`src/rtl/uart_tx_arbiter.sv`:
```
// uart_tx_arbiter: shares one UART transmit byte channel between the keyboard
// byte source and the VT100 response source. Ownership is held for a whole
// packet (up to the byte flagged last) so escape sequences never interleave.
//
// state    | meaning
// ---------+-------------------------------------------------------------
// IDLE     | no owner; choose the next source (costs one cycle)
// OWN_KBD  | keyboard owns the channel until its last byte or a timeout
// OWN_RSP  | response source owns the channel until its last byte or a timeout
module uart_tx_arbiter #(
  parameter int unsigned TimeoutCycles = 1_000_000,
  parameter bit          RspFirst      = 1'b1
) (
  input  logic       clk100M,
  input  logic       rst,
  input  logic [7:0] kbd_data,
  input  logic       kbd_last,
  input  logic       kbd_valid,
  output logic       kbd_ready,
  input  logic [7:0] rsp_data,
  input  logic       rsp_last,
  input  logic       rsp_valid,
  output logic       rsp_ready,
  output logic [7:0] tx_data,
  output logic       tx_valid,
  input  logic       tx_ready,
  output logic [1:0] grant,
  output logic       timeout_pulse
);

  localparam int unsigned     CntW   = (TimeoutCycles > 1) ? $clog2(TimeoutCycles) : 1;
  localparam logic [CntW-1:0] CntMax = CntW'(TimeoutCycles - 1);

  // Encoding matches the grant output so the owner is visible directly.
  typedef enum logic [1:0] {
    IDLE    = 2'b00,
    OWN_KBD = 2'b01,
    OWN_RSP = 2'b10
  } state_t;

  state_t          state;
  state_t          state_nxt;
  logic            ptr_rsp;
  logic [CntW-1:0] idle_cnt;
  logic            own_state;
  logic            own_valid;
  logic            own_last;
  logic [7:0]      own_data;
  logic            own_ready;
  logic            accept;
  logic            pkt_done;
  logic            timeout_hit;

  // Select the current owner's byte stream.
  always_comb begin
    own_valid = 1'b0;
    own_last  = 1'b0;
    own_data  = 8'h00;
    case (state)
      OWN_KBD: begin
        own_valid = kbd_valid;
        own_last  = kbd_last;
        own_data  = kbd_data;
      end
      OWN_RSP: begin
        own_valid = rsp_valid;
        own_last  = rsp_last;
        own_data  = rsp_data;
      end
      default: ;
    endcase
  end

  assign own_state   = (state == OWN_KBD) || (state == OWN_RSP);
  assign own_ready   = !tx_valid || tx_ready;
  assign accept      = own_state && own_valid && own_ready;
  assign pkt_done    = accept && own_last;
  // Only a silent owner times out; a stalled transmitter never does.
  assign timeout_hit = own_state && !own_valid && (idle_cnt == CntMax);

  // State register.
  always_ff @(posedge clk100M) begin
    if (!rst) state <= IDLE;
    else      state <= state_nxt;
  end

  // Next-state: grant from IDLE, release on last byte or timeout.
  always_comb begin
    state_nxt = state;
    case (state)
      IDLE: begin
        if (kbd_valid && rsp_valid) state_nxt = ptr_rsp ? OWN_RSP : OWN_KBD;
        else if (kbd_valid)         state_nxt = OWN_KBD;
        else if (rsp_valid)         state_nxt = OWN_RSP;
      end
      OWN_KBD, OWN_RSP: begin
        if (pkt_done || timeout_hit) state_nxt = IDLE;
      end
      default: state_nxt = state;
    endcase
  end

  // Outputs decoded from the registered state: grant and per-source ready.
  always_comb begin
    grant     = 2'b00;
    kbd_ready = 1'b0;
    rsp_ready = 1'b0;
    case (state)
      OWN_KBD: begin
        grant     = 2'b01;
        kbd_ready = own_ready;
      end
      OWN_RSP: begin
        grant     = 2'b10;
        rsp_ready = own_ready;
      end
      default: ;
    endcase
  end

  // Round-robin pointer, silent-owner counter and timeout pulse.
  always_ff @(posedge clk100M) begin
    if (!rst) begin
      ptr_rsp       <= RspFirst;
      idle_cnt      <= '0;
      timeout_pulse <= 1'b0;
    end else begin
      timeout_pulse <= timeout_hit;
      if (pkt_done || timeout_hit) ptr_rsp <= (state == OWN_KBD);
      if (!own_state || accept || timeout_hit) idle_cnt <= '0;
      else if (!own_valid)                     idle_cnt <= idle_cnt + 1'b1;
    end
  end

  // One-entry output register; tx_data holds while the transmitter stalls.
  always_ff @(posedge clk100M) begin
    if (!rst) begin
      tx_valid <= 1'b0;
      tx_data  <= 8'h00;
    end else if (accept) begin
      tx_valid <= 1'b1;
      tx_data  <= own_data;
    end else if (tx_ready) begin
      tx_valid <= 1'b0;
    end
  end

endmodule

```
`config.mk`:
```
export PLATFORM = sky130hd
export DESIGN_NAME = uart_tx_arbiter
export DESIGN_NICKNAME = d
export VERILOG_FILES = /design/src/rtl/uart_tx_arbiter.sv
export SDC_FILE = /design/constraint.sdc
export NUM_CORES = 1
export LEC_CHECK = 0
export CORE_MARGIN = 10
export CORE_UTILIZATION = 53
export DETAILED_ROUTE_END_ITERATION = 16
export MAX_ROUTING_LAYER = met4
export PLACE_DENSITY = 0.95
export SYNTH_ARGS = -nofsm -noshare
export SYNTH_HDL_FRONTEND = slang
export SYNTH_SLANG_ARGS = --single-unit
```
`constraint.sdc`:
```
create_clock -name clk100M -period 3.59 [get_ports clk100M]
set_clock_uncertainty 0.1 [all_clocks]
set_input_delay 0.8975 -clock clk100M [delete_from_list [all_inputs] [get_ports clk100M]]
set_output_delay 0.8975 -clock clk100M [all_outputs]
set_load 0.005 [all_outputs]
```
# [Word-level counts from Yosys, hierarchy flattened]
# Cells that the tools add are included.
[word_totals] ff_bits=33 inputBits=23 out_inout_bits=14 wordCells=47
[op_classes] n_addsub=1 n_eq_ne=5 mux=14 bitwise=1 n_reduce_logical=20
[ops] op="20-bit by 1-bit adder with 20-bit output, second input constant" n=1
[ops] op="20-bit == test, second input constant" n=1
[ops] op="8-bit one-hot mux with 2 select lines" n=1
[ops] op="2-bit two-way mux" n=5
[ops] op="2-bit one-hot mux with 2 select lines" n=2
[ops] op="1-bit logical AND" n=6
[ops] op="1-bit logical OR" n=5
[ops] op="1-bit two-way mux" n=4
[ops] op="4-bit inequality test, second input constant" n=1
[ops] op="1-bit one-hot mux with 2 select lines" n=2
[ops] op="2-bit nonzero test" n=2
[ops] op="2-bit OR reduction" n=2
[ops] op="1-bit zero test" n=3
[ops] op="3-bit AND reduction" n=1
[ops] op="2-bit by 1-bit == test with 1-bit output, second input constant" n=1
[ops] op="2-bit == test, second input constant" n=1
[ops] op="2-bit zero test" n=1
[ops] op="2-bit inequality test, second input constant" n=1
[ops] op="1-bit NOT" n=1

# [Logic depth before layout (Yosys ltp)]
# Gate-level depths: netlist of the first run.
[depth] ltp_word=8 ltp_mapped=8 mapped_depth_nobuf=6

# [Worst setup path after synthesis of the first run]
# OpenSTA, ideal clock, no wires.
[synth_timing] kind="input -> output" start="input port tx_ready" end="output port kbd_ready" arrival_ps=1249 setup_slack_ps=1344 stages=2 path_buffers=0 path_cell_list="nand2b_1 -> and2_1"
[synth_between] elab_chain_len=2
[synth_lines] item="start: declaration" line_no="26" text="input logic tx_ready,"
[synth_lines] item="1-bit logical OR" line_no="75" text="assign own_ready = !tx_valid || tx_ready;"
[synth_lines] item="1-bit two-way mux" line_no="108" text="case (state)"
[synth_lines] item="end: declaration" line_no="19" text="output logic kbd_ready,"
# No other way between the ends.

# [Worst setup path in the final report of the first run]
# Ends and elaborated chain as after synthesis.

==> results.ini, run 1 <==
[worst_setup_path]
start_kind = primary input
cpMaxStageDelayCell = clkdlybuf4s50_1
path_max_fanout = 6
critPathMaxStageDelay_ns = 0.55
critPathMostFrequentCell = clkdlybuf4s50_1
cp.required_ns = 2.59
crit_type = primary input to output port
crit_path_end_kind = output port
cp_num_buf_inv = 2
cp.arrival_ns = 2.28
crit_family = buffers and inverters
path_cells = clkdlybuf4s50_1 > nand2b_1 > and2_1 > clkdlybuf4s50_1

[power]
clockPowerShare_pct = 32.0
pwr-share-seq_pct = 43.0
power.share.switching_pct = 28.8
p_per_area_nw_per_um2 = 442
p_leak_nw = 0.643
power.net_switching_w = 0.000267
peakVddDrop_uv = 341
comb_power_share_pct = 25.0
intPower_w = 0.000659
total_power_w = 0.000926

[timing]
slew_violations = 0
tns_ns = 0
layout_setup_ws_ns = 0.308
max_freq_mhz = 305
setup_violations = 0
min_period_over_period_pct = 91.4
worst_pin_slew_ns = 0.853
hold-worst-slack_ns = 0.379
period_needed_ns = 3.28
maxSlewHeadroom_pct = 42.9
rsz0062_at_grt = no
final-hold-violation-count = 0

[clock_tree]
cts_buffers = 5
cts_sinks = 33
root_buffer = clkbuf_4
ctsHoldBuffers = 0
cts_resized = 0
h-tree-depth = 2
insertion_delay_ns = 0.34
clockBufferDepth = 2
cts_setup_buffers = 0
path_clk_slew_ns = 0.10
cts_tree = yes

[drt]
drtAntennaViolNets = 0
wl_um = 3930
viasPerCell = 5.98
wire_per_inst_um = 15.1
drc = 0
firstDrtPassIters = 4
vias = 1560
drt_first_iter_violations = 124

[global_routing]
grt_pass1_wl_um = 6490
grt_start_max_net_pins = 21
gr-total-overflow = 0
grtUsageTotal_pct = 14.9
antenna_found_initial = 0
first_global_vias = 1477

[outcome]
status = finished clean

[synth]
yosysTopAreaCellShare_pct = 40.2
synthCells = 194
ys_seq_area_share_pct = 40.2
avgSynthCellArea_um2 = 8.47
async_reset_ff_share_pct = 0
synthTopCellsByCount = 33 x dfxtp_1, 17 x a21oi_1, 15 x nor2_1, 11 x nand2_1
syn_nets = 223
synth_enable_flop_cells = 0
ys_top_cells_by_area = dfxtp_1 40%, a21oi_1 5.2%, a211oi_1 4.6%
synth_area_um2 = 1640
ys_warn_count = 0
synth_seq_cells = 33
synth_largest_area_cell = dfxtp_1
synth_ff_type = dfxtp_1
yosysUniqueCellTypes = 37
yosysMostFrequentCell = dfxtp_1

[cells_and_area]
syn2layout_area_growth_pct = 27.5
n_fill_cell = 228
antennaDiodeCount = 0
nets = 256
final_util_pct = 69.8
drive_gt1_share_pct = 4.39

[placement]
place_ws_ns = 0.346
gp_congestion = 0.833
port_buffers = 36
place_hpwl_um = 2870

[die]
initial_core_util_pct = 54.7
die_h_um = 75.7
row_count = 20
ios = 37
dieArea_um2 = 5730
core-area_um2 = 3000
die_w_um = 75.7

[min_path]
min_path_type = flip-flop to flip-flop

[run]
maxCapViolations = 0

==> final timing paths <==
kind | start | to | slack (ns) | depth (start not counted)
max | tx_ready | kbd_ready | 0.31 | 4
min | idle_cnt[19] | idle_cnt[19] | 0.38 | 2
max reg2reg | state[0] | idle_cnt[15] | 0.94 | 6
min reg2reg | idle_cnt[19] | idle_cnt[19] | 0.38 | 2
==> layout make-up <==
| class | instances | area (um2) | area share [%] |
|---|---|---|---|
| sequential | 33 | 661 | 31.5 |
| clock inverter | 1 | 30.0 | 1.43 |
| multi-input combinational | 141 | 906 | 43.2 |
| inverter | 9 | 33.8 | 1.61 |
| tap | 33 | 41.3 | 1.97 |
| clock buffer | 7 | 55.1 | 2.63 |
| timing repair buffer | 37 | 368 | 17.6 |
==> metal layers <==
layer / global-route usage, % / vias up / routed length (um)
met3: 7.29 / 5 / 271
met4: 4.33 / 0 / 56
li1: - / 794 / -
met2: 22.9 / 39 / 1860
met5: - / - / 0
met1: 17.0 / 722 / 1750
==> registers in the layout (all words and copies together) (netlist names) <==
name,flops
ptr_rsp,1
timeout_pulse,1
tx_valid,1
tx_data,8
idle_cnt,20
state,2
==> logic make-up after synthesis <==
group / count (synthesis) / share of synthesized area [%]
AND/OR/NAND/NOR: 66 / 22.1
AO/OA/AOI/OAI: 63 / 25.3
flip-flops: 33 / 40.2
buffers and inverters: 20 / 4.65
XOR/XNOR: 6 / 3.20
adder cells (fa/ha/maj): 6 / 4.57
==> worst min-delay path: cells and delay by family, from the launching register on <==
kind,cells,cell delay [ns]
AOI/OAI and AO/OA,2,0.11
DFF,1,0.33
==> power by group through the flow <==
stage / sequential (W) / combinational [W] / clock, W
2_1_floorplan: 0.000405 / 0.000133 / 0
5_1_grt: 0.000401 / 0.000257 / 0.000313
3_3_place_gp: 0.000405 / 0.000224 / 0
4_1_cts: 0.000398 / 0.000232 / 0.000298
3_5_place_dp: 0.000406 / 0.000230 / 0
6_report: 0.000398 / 0.000232 / 0.000296
==> cell usage in the layout, fill, tap and decap left out, types with 2 or more instances in the layout <==
cell type        netlist  final
o21ai_0                9      9
dfxtp_1               33     33
xnor2_1                5      5
a211oi_1              10     10
a22oi_1                9      9
and3_1                 2      2
ha_1                   6      6
inv_1                  9      9
o211ai_1               4      4
clkdlybuf4s50_1        0     36
a21oi_1               17     17
nor2_1                15     15
or4_1                  7      7
nand3_1                8      8
o31ai_1                6      6
nand2_1               11     11
and2_1                 3      3
a22o_1                 2      2
nand4_1                3      3
clkbuf_4               0      5
nor2b_1                2      2
or3_1                  7      7
==> per-stage QoR <==
step                area (um2)  instances
detailed placement        2010        253
global placement          2010        253
floorplan                 1640        194
finish                    2090        261
CTS                       2090        261
global route              2090        261
Power figures use the tool's default switching activity.
==> run 2, diff against run 1 <==
- CORE_UTILIZATION: 53 -> 56
- CTS_BUF_LIST: not set -> sky130_fd_sc_hd__clkbuf_8
==> results.ini, run 2 (synthesis results as in run 1) <==
[timing]
slew_violations = 0  ; unchanged
maxSlewHeadroom_pct = 43.1  ; was 42.9%
tns_ns = 0  ; unchanged
setup_violations = 0  ; unchanged
period_needed_ns = 3.20  ; was 3.28 ns
worst_pin_slew_ns = 0.850  ; was 0.853 ns
max_freq_mhz = 312  ; was 305 MHz
final-hold-violation-count = 0  ; unchanged
rsz0062_at_grt = no  ; unchanged
min_period_over_period_pct = 89.2  ; was 91.4%

[worst_setup_path]
cp.arrival_ns = 2.20  ; was 2.28 ns
path_cells = clkdlybuf4s50_1 > nand2b_1 > and2_1 > clkdlybuf4s50_1  ; unchanged
regToRegSetupSlack_ns = 1.09  ; was 0.94 ns
crit_path_end_kind = output port  ; unchanged
cpMaxStageDelayCell = clkdlybuf4s50_1  ; unchanged
start_kind = primary input  ; unchanged
path_max_fanout = 6  ; unchanged
crit_type = primary input to output port  ; unchanged
critPathMaxStageDelay_ns = 0.50  ; was 0.55 ns
critPathMostFrequentCell = clkdlybuf4s50_1  ; unchanged
cp.required_ns = 2.59  ; about the same

[cells_and_area]
multi_input_area_um2 = 906  ; unchanged
nets = 258  ; was 256
final_util_pct = 76.3  ; was 69.8%
largest_reg_flops = 20  ; unchanged
n_fill_cell = 183  ; was 228
final_common_cell = clkdlybuf4s50_1  ; unchanged
final-seq-area_um2 = 661  ; unchanged
syn2layout_area_growth_pct = 29.2  ; was 27.5%
reg_top3 = idle_cnt: 20 flops, tx_data: 8 flops, state: 2 flops  ; unchanged
final_cell_area_um2 = 2120  ; was 2090 um2
top_register = idle_cnt  ; unchanged
drive_gt1_share_pct = 5.65  ; was 4.39%
antennaDiodeCount = 0  ; unchanged
final_cell_mix = 36 x clkdlybuf4s50_1, 33 x dfxtp_1, 17 x a21oi_1, 15 x nor2_1, 11 x nand2_1  ; unchanged

[die]
core-area_um2 = 2780  ; was 3000 um2
initial_core_util_pct = 59.1  ; was 54.7%
die_w_um = 74.2  ; was 75.7 um
row_count = 19  ; was 20
dieArea_um2 = 5500  ; was 5730 um2
die_h_um = 74.2  ; was 75.7 um
ios = 37  ; unchanged

[drt]
vias = 1570  ; was 1560
firstDrtPassIters = 4  ; unchanged
wl_met1_um = 1830  ; was 1750 um
drt_first_iter_violations = 157  ; was 124
wl_um = 4170  ; was 3930 um
drc = 0  ; unchanged
drtAntennaViolNets = 0  ; unchanged
wire_per_inst_um = 16.0  ; was 15.1 um
wl_met3_um = 188  ; was 271 um
viasPerCell = 6.02  ; was 5.98
top_layer_used = met4  ; unchanged
routed-wl-met2_um = 2080  ; was 1860 um

[clock_tree]
cts_tree = yes  ; unchanged
cts_buffers = 5  ; unchanged
cts_setup_buffers = 0  ; unchanged
cts_resized = 0  ; unchanged
insertion_delay_ns = 0.29  ; was 0.34 ns
clockBufferDepth = 2  ; unchanged
h-tree-depth = 2  ; unchanged
path_clk_slew_ns = 0.07  ; was 0.10 ns
cts_sinks = 33  ; unchanged
root_buffer = clkbuf_8  ; was clkbuf_4
ctsHoldBuffers = 0  ; unchanged

[placement]
port_buffers = 36  ; unchanged
place_area_um2 = 2020  ; was 2010 um2
gp_congestion = 0.809  ; was 0.833
place_hpwl_um = 2980  ; was 2870 um

[power]
peakVddDrop_uv = 416  ; was 341 uV
p_leak_nw = 0.661  ; was 0.643 nW
p_per_area_nw_per_um2 = 447  ; was 442 nW/um2

[min_path]
min_path_type = flip-flop to flip-flop  ; unchanged

[global_routing]
grt_pass1_wl_um = 6990  ; was 6490 um
gr-total-overflow = 0  ; unchanged
grtUsageTotal_pct = 16.5  ; was 14.9%
first_global_vias = 1498  ; was 1477
grt_start_max_net_pins = 21  ; unchanged
antenna_found_initial = 0  ; unchanged

[run]
maxCapViolations = 0  ; unchanged

[outcome]
status = finished clean  ; unchanged

run 2: cell count changes in the layout (fill, tap and decap cells not counted):
cell | previous run | this run
clkinv_2 | 0 | 1
clkbuf_1 | 1 | 0
bufinv_16 | 1 | 0
buf_4 | 1 | 3
clkbuf_8 | 1 | 7
clkbuf_4 | 5 | 0
run 2: final cells by class:
| class | instances | area share, % |
|---|---|---|
| repair buffers | 39 | 18.0 |
| multi-input cells | 141 | 42.7 |
| well taps | 31 | 1.83 |
| clock buffers | 7 | 4.54 |
| inverters | 9 | 1.59 |
| clock inverters | 1 | 0.236 |
| flip-flops and latches | 33 | 31.1 |
run 2: power breakdown:
group	switching, W	internal (W)
Combinational	0.000124	0.000114
Sequential	0.0000140	0.000384
Clock	0.000141	0.000173
run 2: critical path, delay by kind of cell:
family	cells	cell delay (ns)
buf+inv	2	0.95
simple gates	2	0.36
run 2: layer usage:
layer,vias up,global-route usage [%]
met5,-,-
met4,0,5.59
met3,7,5.85
met2,36,26.5
met1,730,18.6
li1,797,-
run 2: per-stage QoR:
step / hold WS, ns / worst slack (ns) / power (W) / instances
floorplan: 0.347 / 1.34 / 0.000538 / 194
finish: 0.392 / 0.388 / 0.000949 / 261
detailed placement: 0.372 / 0.386 / 0.000641 / 253
CTS: 0.386 / 0.382 / 0.000949 / 261
global route: 0.422 / 0.312 / 0.000999 / 261
global placement: 0.364 / 0.420 / 0.000636 / 253
run 2: final timing paths:
check | depth (start not counted) | endpoint | startpoint
setup / recovery | 4 | rsp_ready | tx_ready
hold / removal | 2 | idle_cnt[19] | idle_cnt[19]
setup reg to reg | 6 | idle_cnt[8] | state[0]
hold reg to reg | 2 | idle_cnt[19] | idle_cnt[19]
==> run 3, diff against run 2 <==
- clock period: 3.59 -> 4 ns (I/O delays scaled with it)
==> results.ini, run 3 (synthesis results as in run 1) <==
[die]
dieArea_um2 = 5500  ; unchanged
die_h_um = 74.2  ; unchanged
die_w_um = 74.2  ; unchanged
core-area_um2 = 2780  ; unchanged
ios = 37  ; unchanged
row_count = 19  ; unchanged
initial_core_util_pct = 59.1  ; unchanged

[clock_tree]
cts_buffers = 5  ; unchanged
cts_setup_buffers = 0  ; unchanged
cts_resized = 0  ; unchanged
clockBufferDepth = 2  ; unchanged
cts_sinks = 33  ; unchanged
path_clk_slew_ns = 0.06  ; was 0.07 ns
insertion_delay_ns = 0.28  ; was 0.29 ns
h-tree-depth = 2  ; unchanged
root_buffer = clkbuf_8  ; unchanged
ctsHoldBuffers = 0  ; unchanged
cts_tree = yes  ; unchanged

[run]
maxCapViolations = 0  ; unchanged

[cells_and_area]
final_cell_area_um2 = 2130  ; was 2120 um2
final_util_pct = 76.6  ; was 76.3%
final_cell_mix = 36 x clkdlybuf4s50_1, 33 x dfxtp_1, 17 x a21oi_1, 15 x nor2_1, 11 x nand2_1  ; unchanged
antennaDiodeCount = 0  ; unchanged
reg_top3 = idle_cnt: 20 flops, tx_data: 8 flops, state: 2 flops  ; unchanged
syn2layout_area_growth_pct = 29.7  ; was 29.2%
final_common_cell = clkdlybuf4s50_1  ; unchanged
top_register = idle_cnt  ; unchanged
largest_reg_flops = 20  ; unchanged
drive_gt1_share_pct = 4.80  ; was 5.65%
nets = 257  ; was 258

[worst_setup_path]
critPathMostFrequentCell = clkdlybuf4s50_1  ; unchanged
crit_family = buffers and inverters  ; unchanged
cp.arrival_ns = 2.28  ; was 2.20 ns
cpMaxStageDelayCell = clkdlybuf4s50_1  ; unchanged
cp_num_buf_inv = 2  ; unchanged
crit_type = primary input to output port  ; unchanged
worstReg2RegStart = state[0]  ; unchanged
crit_path_start = tx_ready  ; unchanged
critPathMaxStageDelay_ns = 0.50  ; about the same
cp.required_ns = 2.90  ; was 2.59 ns
crit_path_end_kind = output port  ; unchanged
path_cells = clkdlybuf4s50_1 > nand2b_1 > and2_1 > clkdlybuf4s50_1  ; unchanged
path_max_fanout = 6  ; unchanged
start_kind = primary input  ; unchanged

[drt]
vias = 1621  ; was 1570
firstDrtPassIters = 4  ; unchanged
wl_um = 4270  ; was 4170 um
wire_per_inst_um = 16.4  ; was 16.0 um
drtAntennaViolNets = 0  ; unchanged
drt_first_iter_violations = 133  ; was 157
viasPerCell = 6.23  ; was 6.02
drc = 0  ; unchanged

[timing]
setup_violations = 0  ; unchanged
rsz0062_at_grt = no  ; unchanged
final-hold-violation-count = 0  ; unchanged
max_freq_mhz = 296
period_needed_ns = 3.38
tns_ns = 0  ; unchanged
worst_pin_slew_ns = 0.848  ; was 0.850 ns
min_period_over_period_pct = 84.4
slew_violations = 0  ; unchanged
maxSlewHeadroom_pct = 43.2  ; was 43.1%

[global_routing]
grt_start_max_net_pins = 21  ; unchanged
first_global_vias = 1602  ; was 1498
grt_pass1_wl_um = 7210  ; was 6990 um
gr-total-overflow = 0  ; unchanged
antenna_found_initial = 0  ; unchanged
grtUsageTotal_pct = 16.8  ; was 16.5%

[min_path]
hp-start = tx_data[0]  ; was idle_cnt[19]
min_path_type = flip-flop to flip-flop  ; unchanged

[placement]
gp_congestion = 0.817  ; was 0.809
place_area_um2 = 2010  ; was 2020 um2
port_buffers = 36  ; unchanged
place_hpwl_um = 3110  ; was 2980 um

[power]
p_leak_nw = 0.665  ; was 0.661 nW
p_per_area_nw_per_um2 = 418  ; was 447 nW/um2
peakVddDrop_uv = 432  ; was 416 uV

[outcome]
status = finished clean  ; unchanged

==> run 3: changes by cell type in the layout (fill, tap and decap cells not counted) <==
cell and change:
clkbuf_8 -1, bufinv_16 +1, inv_1 +1, buf_4 -1, clkinv_2 -1
==> run 3: tightest hold or removal path: cells and delay by family (launching register included) <==
kind | cells | cell delay, ns
AO/OA/AOI/OAI | 1 | 0.05
flip-flops | 1 | 0.31
AND/OR/NAND/NOR | 1 | 0.09
==> run 3: per-stage QoR <==
stage               setup slack (ns)  power [W]  std cells  hold WS [ns]
finish                         0.625   0.000891        260         0.396
global route                   0.554   0.000930        260         0.425
CTS                            0.616   0.000894        260         0.399
detailed placement             0.618   0.000573        252         0.387
global placement               0.620   0.000567        252         0.364
floorplan                       1.55   0.000483        194         0.347
==> run 3: worst paths after layout <==
kind / endpoint / slack (ns) / cells past startpoint
min: tx_data[0] / 0.40 / 2
max reg2reg: idle_cnt[18] / 1.34 / 6
min reg2reg: tx_data[0] / 0.40 / 2
max: kbd_ready / 0.62 / 4
==> run 3: area by class of cell <==
class                   count  area [um2]
clock buffers               6        82.6
multi-input cells         141         906
well taps                  31        38.8
clock inverters             2        33.8
flip-flops and latches     33         661
repair buffers             38         375
inverters                   9        33.8
fillers                   181         651
==> run 3: per-layer routing <==
metal	vias to the layer above	track usage [%]	part of all wire [%]
met5	-	-	0
met1	788	19.3	42
met2	37	27.1	52
met4	0	6.21	1.5
met3	8	4.92	4.3
li1	788	-	-
==> run 3: report_power, final <==
group	switching, W	internal, W
registers	0.0000136	0.000345
clock network	0.000121	0.000201
logic	0.000111	0.0000994
